--- config.mk ---
export PLATFORM = sky130hd
export DESIGN_NAME = lsu_arbiter
export DESIGN_NICKNAME = d
export VERILOG_FILES = /design/src/rtl/lsu_arbiter.sv
export SDC_FILE = /design/constraint.sdc
export NUM_CORES = 1
export LEC_CHECK = 0
export ABC_AREA = 1
export BUFFER_PORTS_ARGS = -buffer_cell sky130_fd_sc_hd__buf_2
export CAP_MARGIN = 20
export CORE_AREA = 4 4 118 120
export DETAILED_ROUTE_END_ITERATION = 16
export DIE_AREA = 0 0 122 124
export PLACE_DENSITY = 0.53
export SKIP_LAST_GASP = 1
export SYNTH_ARGS = -nofsm -noshare
export SYNTH_HDL_FRONTEND = slang
export SYNTH_SLANG_ARGS = --single-unit
--- constraint.sdc ---
create_clock -name i_clk -period 2.5 [get_ports i_clk]
set_clock_uncertainty 0.1 [all_clocks]
set_input_delay 0.25 -clock i_clk [delete_from_list [all_inputs] [get_ports i_clk]]
set_output_delay 0.25 -clock i_clk [all_outputs]
set_load 0.02 [all_outputs]
--- src/rtl/lsu_arbiter.sv ---
`default_nettype none
// ============================================================================
// Module   : lsu_arbiter
// Brief    : Two-port (CPU / loader) arbiter in front of a single LSU with
//            bounded-wait fairness and in-order load-return steering.
// Revision : 1.0 - initial release
// ============================================================================
module lsu_arbiter #(
    parameter int MAX_WAIT = 4
) (
    input  logic        i_clk,
    input  logic        i_rst,
    input  logic        i_m0_req,
    input  logic        i_m0_we,
    input  logic [31:0] i_m0_addr,
    input  logic [31:0] i_m0_wdata,
    input  logic [2:0]  i_m0_func3,
    output logic        o_m0_gnt,
    output logic        o_m0_rvalid,
    output logic [31:0] o_m0_rdata,
    input  logic        i_m1_req,
    input  logic        i_m1_we,
    input  logic [31:0] i_m1_addr,
    input  logic [31:0] i_m1_wdata,
    input  logic [2:0]  i_m1_func3,
    output logic        o_m1_gnt,
    output logic        o_m1_rvalid,
    output logic [31:0] o_m1_rdata,
    output logic        o_lsu_wren,
    output logic [31:0] o_lsu_addr,
    output logic [31:0] o_st_data,
    output logic [2:0]  o_func3,
    input  logic [31:0] i_ld_data,
    output logic [1:0]  o_owner
);

    typedef enum logic [1:0] {
        ST_IDLE = 2'b00,
        ST_OWN0 = 2'b01,
        ST_OWN1 = 2'b10
    } owner_t;

    localparam logic [3:0] c_MAX_WAIT = 4'(MAX_WAIT);

    owner_t      r_owner;
    owner_t      w_owner_nxt;
    logic [3:0]  r_wait;
    logic [3:0]  w_wait_nxt;
    logic [3:0]  w_wait_inc;
    logic        r_rv0;
    logic        r_rv1;

    always_ff @(posedge i_clk) begin
        if (i_rst) begin
            r_owner <= ST_IDLE;
            r_wait  <= 4'd0;
            r_rv0   <= 1'b0;
            r_rv1   <= 1'b0;
        end else begin
            r_owner <= w_owner_nxt;
            r_wait  <= w_wait_nxt;
            r_rv0   <= o_m0_gnt & ~i_m0_we;
            r_rv1   <= o_m1_gnt & ~i_m1_we;
        end
    end

    // The counter stores at most MAX_WAIT-1; reaching MAX_WAIT hands over at once.
    always_comb begin
        w_owner_nxt = r_owner;
        w_wait_nxt  = 4'd0;
        w_wait_inc  = r_wait + 4'd1;
        case (r_owner)
            ST_IDLE: begin
                if (i_m0_req)      w_owner_nxt = ST_OWN0;
                else if (i_m1_req) w_owner_nxt = ST_OWN1;
            end
            ST_OWN0: begin
                if (!i_m0_req) begin
                    w_owner_nxt = i_m1_req ? ST_OWN1 : ST_IDLE;
                end else if (i_m1_req) begin
                    if (w_wait_inc >= c_MAX_WAIT) w_owner_nxt = ST_OWN1;
                    else                          w_wait_nxt  = w_wait_inc;
                end
            end
            ST_OWN1: begin
                if (!i_m1_req) begin
                    w_owner_nxt = i_m0_req ? ST_OWN0 : ST_IDLE;
                end else if (i_m0_req) begin
                    if (w_wait_inc >= c_MAX_WAIT) w_owner_nxt = ST_OWN0;
                    else                          w_wait_nxt  = w_wait_inc;
                end
            end
            default: w_owner_nxt = ST_IDLE;
        endcase
    end

    assign o_m0_gnt = (r_owner == ST_OWN0) && i_m0_req;
    assign o_m1_gnt = (r_owner == ST_OWN1) && i_m1_req;
    assign o_owner  = r_owner;

    always_comb begin
        o_lsu_wren = 1'b0;
        o_lsu_addr = 32'd0;
        o_st_data  = 32'd0;
        o_func3    = 3'd0;
        if (o_m0_gnt) begin
            o_lsu_wren = i_m0_we;
            o_lsu_addr = i_m0_addr;
            o_st_data  = i_m0_wdata;
            o_func3    = i_m0_func3;
        end else if (o_m1_gnt) begin
            o_lsu_wren = i_m1_we;
            o_lsu_addr = i_m1_addr;
            o_st_data  = i_m1_wdata;
            o_func3    = i_m1_func3;
        end
    end

    assign o_m0_rvalid = r_rv0;
    assign o_m1_rvalid = r_rv1;
    assign o_m0_rdata  = r_rv0 ? i_ld_data : 32'd0;
    assign o_m1_rdata  = r_rv1 ? i_ld_data : 32'd0;

endmodule
`default_nettype wire

-- Yosys cells after proc, flatten, opt, wreduce, memory -nomap -nowiden
Index checks and enable logic that the tools add are counted.
- flip-flop bits (word level): 8
- memories kept: 0
- output and inout port bits: 138
- latch bits: 0
- logic and storage cells: 48
- memory bits (read-only): 0
- RAM bits: 0
- reductions and logical operators: 4
- div/mod/pow operators: 0
- magnitude comparators: 1
- equal/unequal tests: 7
- bitwise operators: 4
- add/subtract/negate cells: 1
- multiply operators: 0
- muxes and demuxes: 27
- shifts and indexed selects: 0
- operators by type and width (operator ; count):
    two-way mux 32 bit ; 6
    two-way mux 4 bit ; 5
    two-way mux 2 bit ; 9
    inequality test 3 bit, second input constant ; 5
    case mux 4 bit (2 select lines) ; 1
    two-way mux 3 bit ; 2
    case mux 2 bit (3 select lines) ; 1
    AND reduction 5 bit ; 1
    adder 4 x 1 -> 4 bit, second input constant ; 1
    >= comparator 4 x 3 -> 1 bit, second input constant ; 1
    two-way mux 1 bit ; 3
    AND 1 bit ; 2
    equality test 2 x 1 -> 1 bit, second input constant ; 1
    equality test 2 bit, second input constant ; 1
    logical AND 1 bit ; 2
    zero test 2 bit ; 1
    NOT 1 bit ; 2

-- Logic depth before layout (Yosys ltp)
Gate-level depths: netlist of run 1.
- depth after elaboration: 6
- depth in mapped cells: 11
- mapped depth without buffers: 11

-- Worst setup path after synthesis of run 1
No wires, ideal clock.
- path type: register to output
- start point: register r_owner[1], in the netlist o_owner[1]
- end point: output port o_lsu_addr[22]
- slack: 0.632 ns
- data arrival time: 1.518 ns
- buffers on the path: 2
- cell stages (with the launch flop): 8
- cell sequence: dfxtp_1 -> inv_1 -> ha_1 -> nand2_2 -> buf_2 -> buf_4 -> nand3_1 -> nand2_1
- word-level cells in the longest chain between the ends: 4
- elaborated cells between the ends (all ways): 6
- ends and longest elaborated chain (what ; line ; text):
    from (decl) ; 45 ; owner_t r_owner;
    from (signal assigned) ; 60 ; r_owner <= w_owner_nxt;
    equality test 2 bit ; 98 ; assign o_m1_gnt = (r_owner == ST_OWN1) && i_m1_req;
    logical AND 1 bit ; 98 ;
    two-way mux 32 bit ; 111 ; end else if (o_m1_gnt) begin
    two-way mux 32 bit * ; 106 ; if (o_m0_gnt) begin
    to (decl) ; 30 ; output logic [31:0] o_lsu_addr,
Mark *: on every way between the ends. The rest lies on a longest branch, timed or not.

-- Final worst setup path of run 1
- start point: register r_owner[1], in the netlist o_owner[1]
- end point: output port o_lsu_addr[7]
Same word-level chain as after synthesis.

==> metrics.md, run 1 <==
| Metric | Value |
|---|---|
| PwrDens | 541 nW/um^2 |
| CP Data Arrival Time | 1.89 ns |
| Crit share post-route | 0.896 |
| Largest net degree at the start of global routing | 53 |
| Setup repair after global routing missed its margin | false |
| GR Overflow Total | 0 |
| Hpwl dp | 9730 um |
| CTS clk-pin slew, worst paths | 0.04 ns |
| Aggregate global-route resource usage | 0.129 |
| Post-Synthesis Cells | 422 |
| Gpl congestion | 0.756 |
| Vias/cell | 3.94 |
| CTS root buffer | clkbuf_16 |
| Core Region | 13000 sq um |
| WS Path Type | flip-flop to primary output |
| Post-synth EDFFs | 0 |
| Max Root-Sink Buffers | 2 |
| Setup_tns | 0 ns |
| CP cell instances | inv_1 > ha_1 > nand2_2 > buf_4 > nand3_1 > nand2_1 > buf_2 |
| CTS tree | yes |
| Final setup violation count | 0 |
| FF+latch count, synth | 8 |
| Vias in the first global route | 3070 |
| Initial DRC count | 132 |
| Crit path max fanout | 48 |
| DIE AREA | 15100 sq um |
| Die W | 122 um |
| Total wire length | 11500 um |
| Critical path's largest stage delay | 0.42 ns |
| Leak | 3.00 nW |
| Top-count cell post-synth | nand2_1 |
| Tot Pwr | 2.01 mW |
| Post-route ant nets | 0 |
| CTS Hold Bufs | 0 |
| Yosys top cell area share | 0.427 |
| Leading area contributor after synthesis | nand2_1 |
| Syn avg cell area | 4.54 sq um |
| Post-layout util | 0.287 |
| First-pass GRT wire length | 15700 um |
| Synthesized cell area | 1910 sq um |
| CP endpoint kind | primary output |
| Outcome | complete, no violations |
| Clock Latency Late Sink | 0.23 ns |
| Fin. max-slew vios | 0 |
| Primary FF master, synth | dfxtp_1 |
| Via count | 3516 |
| Top cells by area, synth | nand2_1 43%, nand3_1 19%, inv_1 15% |
| Sequential area share after synthesis | 0.0837 |
| CTS buffer count | 3 |
| VDD IR max | 0.248 mV |
| Final Net Count | 895 |
| Asr flop ratio synth | 0 |
| Fmax | 446 MHz |
| Setup bufs post-CTS | 0 |
| Post-route minimum period | 2.24 ns |
| Max-Cap Viols | 0 |
| Final Hold Viols | 0 |
| Area grow syn2layout | 94.3% |
| H-Tree Depth | 1 |
| Fillers | 1563 |
| # clock sinks | 8 |
| Die Ht | 124 um |
| Antenna violations before repair | 1 |
| Worst Hold Class | input port to flip-flop |
| Yosys warns | 0 |
| Drt wl/cell | 12.9 um |
| Post-synth top cells | 218 x nand2_1, 74 x inv_1, 71 x nand3_1, 11 x buf_2, 8 x dfxtp_1 |
| Synth cell types | 22 |
| Diodes inserted | 0 |
| First-pass DRT Iterations | 4 |
| Num ports | 310 |
| Worst EP required | 2.15 ns |
| Cts repair resizes | 0 |
| Slowest cell on the critical path | buf_4 |
| Row count | 42 |
| DRC | 0 |
| Startpoint types | flip-flop |
| Share of cells above drive strength 1 | 0.454 |
| Initial Utilization | 0.147 |
| Port bufs | 309 |
power breakdown:
group	total [mW]	switching (mW)	internal, mW
Clock	0.267	0.0613	0.206
Combinational	1.58	1.06	0.521
Sequential	0.167	0.0193	0.147
Total	2.01	1.14	0.874
metrics by stage:
stage                     setup slack, ns  std cells  hold WS [ns]  area (sq um)
final                               0.260        892        0.0941          3720
after CTS                           0.237        892        0.0944          3720
after global placement              0.499        889         0.340          3640
after global routing                0.143        892         0.107          3720
after floorplan                     0.632        423         0.219          1920
after detailed placement            0.484        889         0.336          3640
metal layers:
layer  global-route usage  part of all wire
met5                    0            0.0011
met4               0.0182            0.0092
met3               0.0350              0.11
met2                0.236              0.49
met1                0.154              0.39
cell type report:
class,count,area [sq um],share of cell area
Sequential cell,8,160,0.0431
Clock buffer,3,75.1,0.0202
Timing Repair Buffer,317,1640,0.442
Multi-Input combinational cell,312,1340,0.359
Inverter,76,285,0.0767
Tap cell,176,220,0.0592
sequential cells by signal, summed over array words and instances, names as in the netlist:
name	count
r_wait	4
o_owner	2
o_m0_rvalid	1
o_m1_rvalid	1
final timing paths:
path | start | endpoint | slack, ns | cells after the start
max | o_owner[1] | o_lsu_addr[7] | 0.26 | 7
min | i_m1_we | o_m1_rvalid | 0.09 | 2
max reg2reg | o_owner[1] | o_owner[0] | 0.63 | 10
min reg2reg | r_wait[0] | r_wait[0] | 0.38 | 1
cell families (layout without fill, tap and decap cells):
| group | count (synthesis) | after routing | share of synthesized area |
|---|---|---|---|
| AOI/OAI and AO/OA | 5 | 5 | 0.0131 |
| adders and majority gates | 5 | 5 | 0.0327 |
| buffers and inverters | 103 | 396 | 0.221 |
| DFF | 8 | 8 | 0.0837 |
| other | 1 | 2 | 0.00196 |
| and+or+nand+nor | 300 | 300 | 0.648 |
worst max-delay path, delay by kind of cell, from the launching register on:
family / cells / cell delay [ns]
buffers and inverters: 3 / 0.68
DFF: 1 / 0.39
and+or+nand+nor: 3 / 0.35
adders and majority gates: 1 / 0.21
placed cells by master, fill, tap and decap left out, drive strengths merged:
cell type / synthesis / final
nand4: 1 / 1
buf: 20 / 317
nor3b: 1 / 1
nor3: 3 / 3
o21ai: 4 / 4
ha: 5 / 5
nand2: 219 / 219
a21oi: 1 / 1
clkbuf: 7 / 3
nand3: 71 / 71
dfxtp: 8 / 8
conb: 1 / 2
inv: 76 / 76
or2: 1 / 1
nor2: 4 / 4
Power figures use the tool's default switching activity.
==> run 2: changes to the inputs <==
--- a/config.mk
+++ b/config.mk
@@ -5,13 +5,14 @@
 export SDC_FILE = /design/constraint.sdc
 export NUM_CORES = 1
 export LEC_CHECK = 0
-export ABC_AREA = 1
 export BUFFER_PORTS_ARGS = -buffer_cell sky130_fd_sc_hd__buf_2
 export CAP_MARGIN = 20
-export CORE_AREA = 4 4 118 120
+export CELL_PAD_IN_SITES_DETAIL_PLACEMENT = 1
+export CELL_PAD_IN_SITES_GLOBAL_PLACEMENT = 1
+export CORE_AREA = 4 4 117 119
 export DETAILED_ROUTE_END_ITERATION = 16
-export DIE_AREA = 0 0 122 124
-export PLACE_DENSITY = 0.53
+export DIE_AREA = 0 0 121 123
+export PLACE_DENSITY = 0.78
 export SKIP_LAST_GASP = 1
 export SYNTH_ARGS = -nofsm -noshare
 export SYNTH_HDL_FRONTEND = slang
==> run 2 against run 1 <==
Compared with the run above: total power fell by 27%; synthesized cell count fell by 53%; sequential share of layout area rose by 0.36 points; non-clock buffer count rose by 5; die area fell by 1.6%; count of clock-buffer cells in the layout did not move; core utilization fell by 1.4 points; wire length fell by 3.6%; setup slack got worse by 0.032 ns; critical path type unchanged; critical endpoint unchanged.
==> metrics.md, run 2 <==
| Metric | Value |
|---|---|
| Biggest register | r_wait (unchanged) |
| Synth cell types | 26 (was 22) |
| Die Ht | 123 um (was 124 um) |
| Total wire length | 11100 um (was 11500 um) |
| Startpoint types | flip-flop (unchanged) |
| Yosys warns | 0 (unchanged) |
| CP endpoint kind | primary output (unchanged) |
| Worst-Margin Slew | 0.530 ns |
| WS Path Type | flip-flop to primary output (unchanged) |
| Most used cell, CP | buf_12 |
| Hpwl dp | 9840 um (was 9730 um) |
| Post-route minimum period | 2.27 ns (was 2.24 ns) |
| Syn avg cell area | 7.89 sq um (was 4.54 sq um) |
| Post-Synth Adder-Cell Area | 0.0401 (was 0.0327) |
| CTS root buffer | clkbuf_16 (unchanged) |
| Worst EP required | 2.15 ns (about the same) |
| Commonest cells after routing, fill and taps aside | 309 x buf_2, 68 x a22o_1, 64 x and2_1, 9 x buf_4, 8 x dfxtp_1 (was 309 x buf_2, 218 x nand2_1, 74 x inv_1, 71 x nand3_1, 8 x dfxtp_1) |
| Top cells by area, synth | a22o_1 38%, and2_1 26%, dfxtp_1 10% (was nand2_1 43%, nand3_1 19%, inv_1 15%) |
| Sequential area share after synthesis | 0.103 (was 0.0837) |
| Num ports | 310 (unchanged) |
| Reg-to-Reg End | o_owner[1] (was o_owner[0]) |
| Fmax | 440 MHz (was 446 MHz) |
| Setup repair after global routing missed its margin | false (unchanged) |
| Gpl congestion | 0.770 (was 0.756) |
| Final Net Count | 682 (was 895) |
| Leading area contributor after synthesis | a22o_1 (was nand2_1) |
| Xor and xnor area share after synthesis | 0.00561 (was 0) |
| CTS tree | yes (unchanged) |
| Max-Cap Viols | 0 (unchanged) |
| Port bufs | 309 (unchanged) |
| GR Overflow Total | 0 (unchanged) |
| Fin. max-slew vios | 0 (unchanged) |
| # clock sinks | 8 (unchanged) |
| Hold EP | o_m0_rvalid (was o_m1_rvalid) |
| Top-count cell post-synth | a22o_1 (was nand2_1) |
| First-pass GRT wire length | 15300 um (was 15700 um) |
| Worst hold path stage count | 2 (unchanged) |
| Setup_tns | 0 ns (unchanged) |
| Post-synthesis compound-gate area fraction | 0.439 (was 0.0131) |
| CTS buffer count | 3 (unchanged) |
| Commonest non-fill, non-tap cell in the layout | buf_2 (unchanged) |
| Critical R2R Launch | o_owner[0] (was o_owner[1]) |
| Final Hold Viols | 0 (unchanged) |
| Vias in the first global route | 2794 (was 3070) |
| Antenna violations before repair | 0 (was 1) |
| CTS clk-pin slew, worst paths | 0.04 ns (about the same) |
| Core Region | 12600 sq um (was 13000 sq um) |
| Min-Delay Startpoint | i_m0_we (was i_m1_we) |
| DRC | 0 (unchanged) |
| H-Tree Depth | 1 (unchanged) |
| Post-synth EDFFs | 0 (unchanged) |
| Asr flop ratio synth | 0 (unchanged) |
| Critical path's largest stage delay | 0.38 ns (was 0.42 ns) |
| First-pass DRT Iterations | 4 (unchanged) |
| CP cell instances | inv_1 > ha_1 > and2_2 > nor2_4 > buf_12 > buf_12 > a22o_1 > buf_2 (was inv_1 > ha_1 > nand2_2 > buf_4 > nand3_1 > nand2_1 > buf_2) |
| Crit path max fanout | 21 (was 48) |
| Fin Hold WS | 0.123 ns (was 0.0941 ns) |
| Vias/cell | 4.18 (was 3.94) |
| Row count | 41 (was 42) |
| Post-synth top cells | 68 x a22o_1, 65 x and2_1, 10 x buf_2, 8 x dfxtp_1, 7 x clkbuf_1 (was 218 x nand2_1, 74 x inv_1, 71 x nand3_1, 11 x buf_2, 8 x dfxtp_1) |
| Drt wl/cell | 16.5 um (was 12.9 um) |
| PwrDens | 428 nW/um^2 (was 541 nW/um^2) |
| Diodes inserted | 0 (unchanged) |
| Largest net degree at the start of global routing | 72 (was 53) |
| Post-Synthesis Cells | 198 (was 422) |
| Worst Hold Class | input port to flip-flop (unchanged) |
| Outcome | complete, no violations (unchanged) |
| Slew HR | 0.646 |
| Post-route ant nets | 0 (unchanged) |
| CP Data Arrival Time | 1.92 ns (was 1.89 ns) |
| Initial DRC count | 40 (was 132) |
| VDD IR max | 0.229 mV (was 0.248 mV) |
| Multiplexer share of the synthesized area | 0.0128 (was 0) |
| Initial Utilization | 0.124 (was 0.147) |
| Placed Cells | 669 (was 889) |
| Via count | 2821 (was 3516) |
| Primary FF master, synth | dfxtp_1 (unchanged) |
| Final instance area | 3430 sq um (was 3720 sq um) |
| Final setup violation count | 0 (unchanged) |
| Yosys top cell area share | 0.381 (was 0.427) |
| Share of cells above drive strength 1 | 0.654 (was 0.454) |
| Cts repair resizes | 0 (unchanged) |
| CTS Hold Bufs | 0 (unchanged) |
| Synthesized cell area | 1560 sq um (was 1910 sq um) |
| Setup bufs post-CTS | 0 (unchanged) |
| FF+latch count, synth | 8 (unchanged) |
| Die W | 121 um (was 122 um) |
| Dpl cell area | 3320 sq um (was 3640 sq um) |
| Clock Latency Late Sink | 0.23 ns (about the same) |
| Crit share post-route | 0.909 (was 0.896) |
| DIE AREA | 14900 sq um (was 15100 sq um) |
| Largest family of logic cells by synthesized area | compound AO/OA/AOI/OAI gates (was simple AND/OR/NAND/NOR gates) |
| Area grow syn2layout | 120% (was 94.3%) |
| Leak | 2.16 nW (was 3.00 nW) |
| Reg2reg path depth | 6 (was 10) |
| FF-to-FF setup slack | 0.60 ns (was 0.63 ns) |
| Non-Filler Instances | 675 (was 892) |
| Max reg flops | 4 (unchanged) |
| Aggregate global-route resource usage | 0.129 (about the same) |
| Post-Synth Simple-Gate Area | 0.312 (was 0.648) |
| Max Root-Sink Buffers | 2 (unchanged) |
| Slowest cell on the critical path | dfxtp_1 (was buf_4) |
run 2: cell count changes in the layout (fill, tap and decap cells not counted), moves of 2 or more:
cell,previous run,this run
a22o_1,0,68
nand2_1,218,3
buf_4,5,9
a211o_1,0,2
nand3_1,71,0
and2_1,0,64
nor2_1,4,0
nor3b_1,0,3
inv_1,74,3
mux2i_1,0,2
inv_2,2,0
nand2b_1,0,3
run 2: cell type report:
type                       instances  area, sq um
sequential                         8          160
timing repair buffer             322         1690
tap                              172          215
inverter                           3         11.3
clock buffer                       3         75.1
fill                            1637         9140
multi-input combinational        167         1270
run 2: logic make-up after synthesis:
family	Yosys count
mux	2
xor+xnor	1
buf+inv	24
simple gates	78
fa+ha+maj	5
other cells	1
compound gates	79
flops	8
run 2: worst max-delay path by stage:
stage	from	to	slack [ns]	cells after the start
after floorplan	o_owner[1]	o_lsu_addr[11]	0.48	8
final	o_owner[1]	o_lsu_addr[7]	0.23	8
after CTS	o_owner[1]	o_lsu_addr[7]	0.04	7
after detailed placement	o_owner[1]	o_lsu_addr[7]	0.28	7
after global routing	o_owner[1]	o_lsu_addr[7]	0.14	8
after global placement	o_owner[1]	o_lsu_addr[7]	0.34	7
run 2: per-stage QoR:
stage | power, mW | worst slack, ns | util
6_report | 1.47 | 0.228 | 0.273
5_1_grt | 1.56 | 0.138 | 0.273
3_3_place_gp | 1.18 | 0.341 | 0.264
4_1_cts | 1.47 | 0.0438 | 0.270
2_1_floorplan | 0.765 | 0.478 | -
3_5_place_dp | 1.19 | 0.285 | 0.264
run 2: critical path, delay by kind of cell (launching register included):
kind	cells	cell delay, ns
and+or+nand+nor	2	0.33
DFF	1	0.38
AOI/OAI and AO/OA	1	0.19
buffers and inverters	4	0.56
adders and majority gates	1	0.20
run 2: routing by layer:
metal / share of wire / vias up / track usage
met5: 0 / - / 0
met4: 0.0068 / 0 / 0.0212
met3: 0.11 / 6 / 0.0361
met2: 0.52 / 190 / 0.247
met1: 0.36 / 1279 / 0.142
li1: - / 1346 / -
run 2: power by group:
| group | total (mW) | switching, mW | internal (mW) |
|---|---|---|---|
| sequential | 0.157 | 0.0165 | 0.141 |
| combinational | 1.04 | 0.593 | 0.447 |
| clock | 0.270 | 0.0636 | 0.206 |
